==> config.mk <==
export PLATFORM = sky130hd
export DESIGN_NAME = fetch_unit_flat
export DESIGN_NICKNAME = d
export VERILOG_FILES = /design/src/rtl/fetch_unit_if.sv /design/src/rtl/fetch_unit.sv /design/src/flat_wrapper.sv
export SDC_FILE = /design/constraint.sdc
export NUM_CORES = 1
export LEC_CHECK = 0
export CAP_MARGIN = 20
export CELL_PAD_IN_SITES_DETAIL_PLACEMENT = 1
export CELL_PAD_IN_SITES_GLOBAL_PLACEMENT = 1
export CORE_UTILIZATION = 39
export CTS_CLUSTER_DIAMETER = 50
export DETAILED_ROUTE_END_ITERATION = 8
export GPL_TIMING_DRIVEN = 1
export PLACE_DENSITY_LB_ADDON = 0.1
export SYNTH_ARGS = -nofsm -noshare
export SYNTH_HDL_FRONTEND = slang
export SYNTH_SLANG_ARGS = --single-unit
==> constraint.sdc <==
create_clock -name clk -period 3.9 [get_ports clk]
set_input_delay 0.39 -clock clk [delete_from_list [all_inputs] [get_ports clk]]
set_output_delay 0.39 -clock clk [all_outputs]
set_load 0.02 [all_outputs]
==> src/rtl/fetch_unit_if.sv <==
// Fetch-stage bundle: redirect in, instruction-memory request/response, and the valid/ok output to the buffer.
// master = fetch unit side, slave = environment side (memory, buffer, redirect source).
// FETCH_ERR_EN adds imem_rsp_err / out_err.
interface fetch_unit_if #(
    parameter int XLEN      = 32,
    parameter int INST_SIZE = 32
);
    logic                 redirect_valid;
    logic [XLEN-1:0]      redirect_pc;
    logic                 imem_req_valid;
    logic [XLEN-1:0]      imem_req_addr;
    logic                 imem_req_ready;
    logic                 imem_rsp_valid;
    logic [INST_SIZE-1:0] imem_rsp_data;
    logic                 out_valid;
    logic [INST_SIZE-1:0] out_inst;
    logic [XLEN-1:0]      out_pc;
    logic                 out_ok;
    logic                 flush_o;
`ifdef FETCH_ERR_EN
    logic                 imem_rsp_err;
    logic                 out_err;

    modport master (
        input  redirect_valid, redirect_pc, imem_req_ready, imem_rsp_valid, imem_rsp_data, imem_rsp_err, out_ok,
        output imem_req_valid, imem_req_addr, out_valid, out_inst, out_pc, out_err, flush_o
    );
    modport slave (
        output redirect_valid, redirect_pc, imem_req_ready, imem_rsp_valid, imem_rsp_data, imem_rsp_err, out_ok,
        input  imem_req_valid, imem_req_addr, out_valid, out_inst, out_pc, out_err, flush_o
    );
`else
    modport master (
        input  redirect_valid, redirect_pc, imem_req_ready, imem_rsp_valid, imem_rsp_data, out_ok,
        output imem_req_valid, imem_req_addr, out_valid, out_inst, out_pc, flush_o
    );
    modport slave (
        output redirect_valid, redirect_pc, imem_req_ready, imem_rsp_valid, imem_rsp_data, out_ok,
        input  imem_req_valid, imem_req_addr, out_valid, out_inst, out_pc, flush_o
    );
`endif
endinterface

==> src/rtl/fetch_unit.sv <==
// Instruction fetch: owns the PC, one imem request in flight, redirect flushes and restarts (FETCH_ERR_EN adds error halt).
// Latency: request cycle -> out_valid two cycles later with a 1-cycle memory; 1 instruction per 2 cycles sustained.
// Backpressure: no new request while out_valid && !out_ok; outputs held stable until accepted.
module fetch_unit #(
    parameter int              XLEN      = 32,
    parameter int              INST_SIZE = 32,
    parameter logic [XLEN-1:0] RESET_PC  = '0
) (
    input  logic         clk,
    input  logic         rst_n,
    fetch_unit_if.master fi
);

    typedef enum logic [1:0] {
        S_REQ  = 2'd0,
        S_WAIT = 2'd1,
        S_DROP = 2'd2
`ifdef FETCH_ERR_EN
        , S_HALT = 2'd3
`endif
    } state_t;

    state_t               state, state_nxt;
    logic [XLEN-1:0]      pc, inflight_pc;
    logic                 out_valid_q;
    logic [INST_SIZE-1:0] out_inst_q;
    logic [XLEN-1:0]      out_pc_q;
    logic                 req_valid_c;
    logic                 req_fire;
    logic                 capture;
    logic                 unused_pc_lsb;

    assign unused_pc_lsb = ^fi.redirect_pc[1:0];
    assign req_fire      = req_valid_c && fi.imem_req_ready;
    assign capture       = (state == S_WAIT) && fi.imem_rsp_valid && !fi.redirect_valid;

    always_ff @(posedge clk or negedge rst_n) begin
        if (!rst_n) state <= S_REQ;
        else        state <= state_nxt;
    end

    always_comb begin
        state_nxt = state;
        case (state)
            S_REQ:  if (req_fire) state_nxt = S_WAIT;
            S_WAIT: begin
                if (fi.redirect_valid)
                    state_nxt = fi.imem_rsp_valid ? S_REQ : S_DROP;
                else if (fi.imem_rsp_valid)
`ifdef FETCH_ERR_EN
                    state_nxt = fi.imem_rsp_err ? S_HALT : S_REQ;
`else
                    state_nxt = S_REQ;
`endif
            end
            // A redirect here does not change anything: the stale response is still owed.
            S_DROP: if (fi.imem_rsp_valid) state_nxt = S_REQ;
`ifdef FETCH_ERR_EN
            S_HALT: if (fi.redirect_valid) state_nxt = S_REQ;
`endif
            default: state_nxt = S_REQ;
        endcase
    end

    // Requests only when the output is empty or draining, so WAIT never finds it occupied.
    always_comb begin
        req_valid_c = 1'b0;
        if (rst_n && state == S_REQ)
            req_valid_c = (!out_valid_q || fi.out_ok) && !fi.redirect_valid;
    end

    always_ff @(posedge clk or negedge rst_n) begin
        if (!rst_n) begin
            pc          <= RESET_PC;
            inflight_pc <= '0;
        end else if (fi.redirect_valid) begin
            pc <= {fi.redirect_pc[XLEN-1:2], 2'b00};
        end else if (req_fire) begin
            inflight_pc <= pc;
            pc          <= pc + XLEN'(4);
        end
    end

    always_ff @(posedge clk or negedge rst_n) begin
        if (!rst_n) begin
            out_valid_q <= 1'b0;
            out_inst_q  <= '0;
            out_pc_q    <= '0;
        end else if (fi.redirect_valid) begin
            out_valid_q <= 1'b0;
        end else if (capture) begin
            out_valid_q <= 1'b1;
            out_inst_q  <= fi.imem_rsp_data;
            out_pc_q    <= inflight_pc;
        end else if (out_valid_q && fi.out_ok) begin
            out_valid_q <= 1'b0;
        end
    end

`ifdef FETCH_ERR_EN
    logic out_err_q;

    always_ff @(posedge clk or negedge rst_n) begin
        if (!rst_n)       out_err_q <= 1'b0;
        else if (capture) out_err_q <= fi.imem_rsp_err;
    end

    assign fi.out_err = out_valid_q && out_err_q;
`endif

    assign fi.imem_req_valid = req_valid_c;
    assign fi.imem_req_addr  = pc;
    assign fi.out_valid      = out_valid_q;
    assign fi.out_inst       = out_inst_q;
    assign fi.out_pc         = out_pc_q;
    assign fi.flush_o        = fi.redirect_valid;

endmodule

==> src/flat_wrapper.sv <==
// flat-port wrapper written by rule: the top's interface ports become plain ports
module fetch_unit_flat 
#(
    parameter int              XLEN      = 32,
    parameter int              INST_SIZE = 32,
    parameter logic [XLEN-1:0] RESET_PC  = '0
)
  (clk, rst_n, fi_redirect_valid, fi_redirect_pc, fi_imem_req_ready, fi_imem_rsp_valid, fi_imem_rsp_data, fi_out_ok, fi_imem_req_valid, fi_imem_req_addr, fi_out_valid, fi_out_inst, fi_out_pc, fi_flush_o);
  fetch_unit_if #(.XLEN(XLEN), .INST_SIZE(INST_SIZE)) fi_i ();
  input  logic clk;
  input  logic rst_n;
  input wire logic [$bits(fi_i.redirect_valid)-1:0] fi_redirect_valid;
  input wire logic [$bits(fi_i.redirect_pc)-1:0] fi_redirect_pc;
  input wire logic [$bits(fi_i.imem_req_ready)-1:0] fi_imem_req_ready;
  input wire logic [$bits(fi_i.imem_rsp_valid)-1:0] fi_imem_rsp_valid;
  input wire logic [$bits(fi_i.imem_rsp_data)-1:0] fi_imem_rsp_data;
  input wire logic [$bits(fi_i.out_ok)-1:0] fi_out_ok;
  output wire logic [$bits(fi_i.imem_req_valid)-1:0] fi_imem_req_valid;
  output wire logic [$bits(fi_i.imem_req_addr)-1:0] fi_imem_req_addr;
  output wire logic [$bits(fi_i.out_valid)-1:0] fi_out_valid;
  output wire logic [$bits(fi_i.out_inst)-1:0] fi_out_inst;
  output wire logic [$bits(fi_i.out_pc)-1:0] fi_out_pc;
  output wire logic [$bits(fi_i.flush_o)-1:0] fi_flush_o;
  assign fi_i.redirect_valid = fi_redirect_valid;
  assign fi_i.redirect_pc = fi_redirect_pc;
  assign fi_i.imem_req_ready = fi_imem_req_ready;
  assign fi_i.imem_rsp_valid = fi_imem_rsp_valid;
  assign fi_i.imem_rsp_data = fi_imem_rsp_data;
  assign fi_i.out_ok = fi_out_ok;
  assign fi_imem_req_valid = fi_i.imem_req_valid;
  assign fi_imem_req_addr = fi_i.imem_req_addr;
  assign fi_out_valid = fi_i.out_valid;
  assign fi_out_inst = fi_i.out_inst;
  assign fi_out_pc = fi_i.out_pc;
  assign fi_flush_o = fi_i.flush_o;
  fetch_unit #(.XLEN(XLEN), .INST_SIZE(INST_SIZE), .RESET_PC(RESET_PC)) u_core (.clk(clk), .rst_n(rst_n), .fi(fi_i));
endmodule
==> summary.txt, run 1 <==
Floorplanning
  – Row count: 42
  – Core box area: 0.0135 mm²
  – Die Span X: 120 µm
  – Die height: 120 µm
  – Starting Density: 0.407
  – Die ar.: 0.0145 mm²
  – IO Count: 169

Worst setup path
  – Path depth of the worst reg2reg path: 5
  – Worst flop-to-flop path endpoint: u_core.fi.imem_req_addr[26]$_DFFE_PN0P_
  – Crit path DAT: 2820 ps
  – CP Data Required Time: 4250 ps
  – Crit path from: u_core.state[1]$_DFFE_PN0P_
  – Worst r2r src: u_core.state[1]$_DFFE_PN0P_
  – Largest delay share family, worst path: simple AND/OR/NAND/NOR gates
  – R2R setup slack: 1430 ps
  – Bufs and invs on worst path: 1
  – Crit Path Category: reg2reg
  – CP Max Fanout: 27
  – Critical path cell sequence: nor2_1 > nand4_1 > buf_4 > or4_1 > nand3_1
  – Max incr delay on CP: 590 ps
  – Worst Setup Start Kind: flop
  – Slowest cell on crit path: nand4_1
  – Setup crit end kind: flop

CTS
  – Clk root buf: clkbuf_16
  – Clk_lat worst skew: 420 ps
  – Clock tree sinks: 125
  – CTS resizes: 0
  – Setup bufs post-CTS: 0
  – CTS tree: done
  – H-tree depth: 4
  – CTS Hold Bufs: 0
  – CTS Buf Count: 17
  – Worst-path clk slew: 50 ps
  – CTS Buffer Depth: 2

Power
  – Switching Share: 0.296
  – Pwr/cell area: 596 mW/mm²
  – Psw: 1.37 mW
  – Logic pwr share: 0.282
  – Clock power share: 0.325
  – Sequential share of power: 0.393
  – Leak: 3.40 nW
  – Total power: 4.64 mW
  – P_int: 3.26 mW
  – Maximum VDD drop: 0.311 mV

Yosys
  – Simple-gate area share of the yosys netlist: 0.177
  – Post-synthesis mux area share: 0.131
  – Synth cell types: 52
  – Main synth FF type: dfrtp_1
  – Post-synthesis compound-gate area fraction: 0.0800
  – Yosys top cell by area: dfrtp_1
  – Synth area leaders: dfrtp_1, mux2_2, nand2_1
  – Largest family of logic cells by synthesized area: simple AND/OR/NAND/NOR gates
  – Post-synthesis sequential area ratio: 0.571
  – Flop and latch count out of synthesis: 125
  – Top cells by count, synth: dfrtp_1, nand2_1, mux2_2
  – Synth async-reset ratio: 1.00
  – Top-count cell post-synth: dfrtp_1
  – Post-synth top area share: 0.571
  – Mean Syn Cell Area: 11.0 µm²
  – EDFF count, synth: 0
  – Cell Area, Synth: 0.00547 mm²
  – Cells after synthesis: 497
  – Xor and xnor fraction of the mapped netlist area: 0.00160
  – Post-Synth Adder-Cell Area: 0.00229
  – Yosys warns: 0

Run status
  – Outcome: finished, final reports clean

Cells and area
  – FF+latch area: 0.00313 mm²
  – Area Overhead vs Synth: 42.2%
  – Fin cells: 845
  – Cell area after layout: 0.00778 mm²
  – Multi-input gate area: 0.00217 mm²
  – # fillers: 1465
  – Final nets: 728
  – ANT cells: 0
  – Layout cells sized above 1: 0.161

Place
  – Post-DP Area: 0.00722 mm²
  – IO Port Bufs: 162
  – Post-DP HPWL: 10.4 mm
  – Pre-CTS WS: 1100 ps
  – Placed Cells: 814
  – GPL Wtd Cong: 0.761

Route
  – Router iterations before antenna repair: 4
  – Routed len/inst: 18.1 µm
  – DRC: 0
  – Vias per inst: 5.19
  – Drt total wl: 15.3 mm
  – Final ANT Viol Nets: 0
  – DRT iter0 DRCs: 252
  – DR vias: 4382

Global route
  – Remaining Overflow, GRT: 0
  – GRT Util Overall: 0.230
  – First-pass GRT wire length: 25.5 mm
  – Vias in the first global route: 4861
  – Largest net degree at the start of global routing: 75
  – Antenna violations before repair: 0

Timing
  – Final setup fails: 0
  – Fmax: 405 MHz
  – RSZ-0062 raised after global routing: false
  – Worst slew pin tran: 925 ps
  – Final Hold Fails: 0
  – Final worst slack: 1430 ps
  – Final worst-path cycle share: 0.633
  – Relative slew slack: 0.383
  – Post-Route Skew: 8.14 ps
  – Setup TNS Final: 0 ps
  – Max Slew Vio Count: 0
  – Crit path time final: 2470 ps

Min path
  – Hold/Removal Path Class: in2async

Job
  – MaxCap Viol Count: 0
[power by group through the flow]
| stage | clock network (mW) | registers, mW | logic (mW) |
|---|---|---|---|
| CTS | 1.54 | 1.83 | 1.33 |
| global route | 1.60 | 1.87 | 1.40 |
| finish | 1.51 | 1.82 | 1.31 |
| global placement | 0 | 1.82 | 1.29 |
| floorplan | 0 | 2.10 | 0.345 |
| detailed placement | 0 | 1.84 | 1.32 |
[worst max-delay path by stage]
| stage | endpoint | slack [ps] | cells after the start |
|---|---|---|---|
| after floorplan | u_core.fi.imem_req_addr[26]$_DFFE_PN0P_ | 1850 | 6 |
| after global routing | u_core.fi.imem_req_addr[14]$_DFFE_PN0P_ | 1190 | 5 |
| after CTS | u_core.fi.imem_req_addr[26]$_DFFE_PN0P_ | 1370 | 5 |
| after global placement | u_core.fi.imem_req_addr[14]$_DFFE_PN0P_ | 1180 | 6 |
| after detailed placement | u_core.fi.imem_req_addr[26]$_DFFE_PN0P_ | 1100 | 6 |
| final | u_core.fi.imem_req_addr[26]$_DFFE_PN0P_ | 1430 | 5 |
[final cells by class]
cell class	instances	share of cell area
sequential	125	0.402
inverter	4	0.00193
clock buffer	24	0.0606
tap	176	0.0283
multi-input combinational	339	0.278
timing repair buffer	170	0.218
clock inverter	7	0.0114
[layer usage]
metal  global-route usage  wire length [µm]  vias up  part of all wire
li1                     -                 -     2051                 -
met1                0.282              6590     2199              0.43
met2                0.394              7750      118              0.51
met3               0.0580               740       14             0.048
met4               0.0748               187        0             0.012
met5                    0                 0        -                 0
[metrics by stage]
step           hold slack, ps  utilization
2_1_floorplan            94.4            -
3_3_place_gp              454        0.536
3_5_place_dp              461        0.537
4_1_cts                   122        0.579
5_1_grt                   147        0.579
6_report                  106        0.579
[kinds of logic after synthesis]
logic type	count (synthesis)
compound gates	66
xor+xnor	1
fa+ha+maj	1
buf+inv	36
flops	125
mux	64
other cells	1
simple gates	203
[state kept, by name, summed over array words and instances, names as in the netlist]
register and count:
u_core.fi.imem_req_addr 30, u_core.fi.out_inst 32, u_core.fi.out_pc 30, u_core.fi.out_valid 1, u_core.inflight_pc 30, u_core.state 2
[cell usage in the layout (no fill, tap or decap), types with 3 or more instances in the layout]
| cell type | netlist | final |
|---|---|---|
| clkbuf_1 | 11 | 5 |
| nand3_1 | 13 | 13 |
| a21oi_1 | 5 | 5 |
| a22oi_1 | 3 | 3 |
| a32oi_1 | 4 | 4 |
| buf_4 | 5 | 6 |
| clkinv_2 | 0 | 4 |
| nor2b_1 | 5 | 5 |
| nand2b_1 | 6 | 6 |
| o211ai_1 | 10 | 10 |
| inv_1 | 4 | 4 |
| and3_1 | 6 | 5 |
| nor3_1 | 5 | 5 |
| nand4_1 | 8 | 8 |
| or4_1 | 5 | 5 |
| o21ai_0 | 25 | 25 |
| o311ai_0 | 5 | 5 |
| mux2_2 | 62 | 62 |
| nor2_1 | 16 | 16 |
| conb_1 | 1 | 4 |
| nand2_1 | 122 | 122 |
| dfrtp_1 | 125 | 125 |
| clkbuf_16 | 0 | 17 |
| a31oi_1 | 4 | 4 |
| nand3b_1 | 4 | 4 |
| clkdlybuf4s50_1 | 0 | 160 |
No activity file was read; power rests on OpenSTA's default activity.
==> inputs of run 2 (changes only) <==
Settings changed: CORE_UTILIZATION 39 to 32.
Clock period 3.9 ns to 2.15 ns, I/O delays scaled along.
==> summary.txt, run 2 (same netlist as run 1, synthesis figures left out) <==
Run status
  – Outcome: finished, final reports clean (unchanged)

Global route
  – Met1 Track Usage GR: 0.243 (was 0.282)
  – GR peak layer: met2 (unchanged)
  – Met2 global-route usage: 0.330 (was 0.394)
  – First-pass GRT wire length: 26.4 mm (was 25.5 mm)
  – Largest net degree at the start of global routing: 126 (was 75)
  – Antenna violations before repair: 0 (unchanged)
  – GRT Util Overall: 0.192 (was 0.230)
  – Remaining Overflow, GRT: 0 (unchanged)
  – Routing usage on met3: 0.0383 (was 0.0580)
  – Vias in the first global route: 4948 (was 4861)

CTS
  – H-tree depth: 4 (unchanged)
  – Clock tree sinks: 125 (unchanged)
  – Worst-path clk slew: 50 ps (about the same)
  – CTS Buffer Depth: 2 (unchanged)
  – Clk root buf: clkbuf_16 (unchanged)
  – CTS Buf Count: 17 (unchanged)
  – CTS tree: done (unchanged)
  – Clk_lat worst skew: 410 ps (was 420 ps)

Cells and area
  – Max reg flops: 32 (unchanged)
  – Final core utilization: 0.486 (was 0.579)
  – Multi-input gate area: 0.00217 mm² (about the same)
  – ANT cells: 0 (unchanged)
  – Layout cells sized above 1: 0.188 (was 0.161)
  – Cell area after layout: 0.00808 mm² (was 0.00778 mm²)
  – # fillers: 1806 (was 1465)
  – Final nets: 750 (was 728)
  – Fin cells: 910 (was 845)
  – Most common cell after layout, fill and taps aside: clkdlybuf4s50_1 (unchanged)
  – FF+latch area: 0.00313 mm² (unchanged)
  – Area Overhead vs Synth: 47.6% (was 42.2%)
  – Most frequent cells in the layout: clkdlybuf4s50_1, dfrtp_1, nand2_1 (unchanged)

Floorplanning
  – Die ar.: 0.0176 mm² (was 0.0145 mm²)
  – Die Span X: 133 µm (was 120 µm)
  – IO Count: 169 (unchanged)
  – Die height: 133 µm (was 120 µm)
  – Starting Density: 0.329 (was 0.407)
  – Core box area: 0.0166 mm² (was 0.0135 mm²)
  – Row count: 47 (was 42)

Place
  – GPL Wtd Cong: 0.734 (was 0.761)
  – Post-DP Area: 0.00749 mm² (was 0.00722 mm²)
  – IO Port Bufs: 162 (unchanged)
  – Placed Cells: 878 (was 814)
  – Post-DP HPWL: 10.9 mm (was 10.4 mm)

Route
  – Final ANT Viol Nets: 0 (unchanged)
  – Router iterations before antenna repair: 6 (was 4)
  – DR vias: 4495 (was 4382)
  – Routed len/inst: 17.3 µm (was 18.1 µm)
  – DRT iter0 DRCs: 143 (was 252)
  – DRC: 0 (unchanged)
  – Drt total wl: 15.8 mm (was 15.3 mm)
  – Vias per inst: 4.94 (was 5.19)

Timing
  – Final Hold Fails: 0 (unchanged)
  – Max Slew Vio Count: 0 (unchanged)
  – Worst slew pin tran: 752 ps (was 925 ps)
  – Fmax: 500 MHz
  – Post-Route Skew: 6.01 ps (was 8.14 ps)
  – Final setup fails: 0 (unchanged)
  – Final worst-path cycle share: 0.930
  – Relative slew slack: 0.499 (was 0.383)
  – RSZ-0062 raised after global routing: false (unchanged)
  – Crit path time final: 2000 ps
  – Worst hold slack: 120 ps (was 106 ps)

Worst setup path
  – Crit Path Category: in2reg (was reg2reg)
  – Worst Setup Start Kind: input pin (was flop)
  – Max incr delay on CP: 560 ps (was 590 ps)
  – Setup crit end kind: flop (unchanged)
  – CP Max Fanout: 4 (was 27)
  – CP Data Required Time: 2420 ps (was 4250 ps)
  – Crit path DAT: 2270 ps (was 2820 ps)
  – Bufs and invs on worst path: 3 (was 1)
  – Critical path cell sequence: dlygate4sd3_1 > buf_6 > nor2b_1 > nand4_1 > buf_4 > or4_1 > nor3_1 > o31ai_1 (was nor2_1 > nand4_1 > buf_4 > or4_1 > nand3_1)
  – Largest delay share family, worst path: simple AND/OR/NAND/NOR gates (unchanged)
  – Slowest cell on crit path: or4_1 (was nand4_1)

Job
  – MaxCap Viol Count: 0 (unchanged)

Min path
  – Hold/Removal Path Class: in2reg (was in2async)

Power
  – Maximum VDD drop: 0.517 mV (was 0.311 mV)
  – Pwr/cell area: 1050 mW/mm² (was 596 mW/mm²)
  – Leak: 3.54 nW (was 3.40 nW)
run 2: changes by cell type in the layout (fill, tap and decap cells not counted), sizes merged:
cell,delta
clkinvlp,+1
dlygate4sd3,+1
clkinv,-2
buf,+21
dlymetal6s2s,+1
clkdlybuf4s50,-1
run 2: path summary, 6_finish.rpt:
check                                                       start                                 endpoint  slack (ps)  depth (start not counted)
min in group asynchronous                                   rst_n        u_core.inflight_pc[7]$_DFFE_PN0P_         430                          3
setup reg to reg           u_core.fi.imem_req_addr[2]$_DFFE_PN0P_  u_core.fi.imem_req_addr[26]$_DFFE_PN0P_         150                          7
max in group asynchronous                                   rst_n         u_core.fi.out_pc[15]$_DFFE_PN0P_        1100                          3
hold reg to reg                 u_core.inflight_pc[7]$_DFFE_PN0P_        u_core.inflight_pc[7]$_DFFE_PN0P_         470                          2
setup / recovery                                            rst_n  u_core.fi.imem_req_addr[20]$_DFFE_PN0P_         150                          8
hold / removal                                  fi_redirect_valid              u_core.state[0]$_DFFE_PN0P_         120                          4
run 2: area by class of cell:
type / instances / share of cell area
clock inverter: 6 / 0.0107
timing repair buffer: 192 / 0.238
sequential: 125 / 0.387
multi-input combinational: 339 / 0.269
tap: 220 / 0.0341
clock buffer: 24 / 0.0596
inverter: 4 / 0.00186
run 2: power by group:
group	switching (mW)	internal [mW]	leakage [nW]	total [mW]
Combinational	1.16	1.29	1.69	2.45
Clock	1.00	1.78	0.276	2.78
Sequential	0.343	2.92	1.57	3.27
run 2: what timing repair did:
action,CTS,global route
setup endpoints to repair,0,6
buffers inserted,0,1
endpoints found under the hold margin,125,0
resized for setup,0,2
hold buffers,1,0
run 2: metrics by stage:
stage               total power, mW  setup slack (ps)  setup TNS, ps
floorplan                      4.44               103              0
global placement               5.71             -21.5          -42.1
detailed placement             5.79             -69.8           -126
CTS                            8.62              26.1              0
global route                   8.94              10.4              0
finish                         8.50               150              0
run 2: tightest hold or removal path, delay by kind of cell:
family	cells	cell delay (ps)
AO/OA/AOI/OAI	1	60
buffers and inverters	1	100
AND/OR/NAND/NOR	2	110
run 2: metal layers:
metal  vias up  routed length (µm)
li1       2089                   -
met1      2290                7100
met2       100                7910
met3        16                 557
met4         0                 209
met5         -                   0
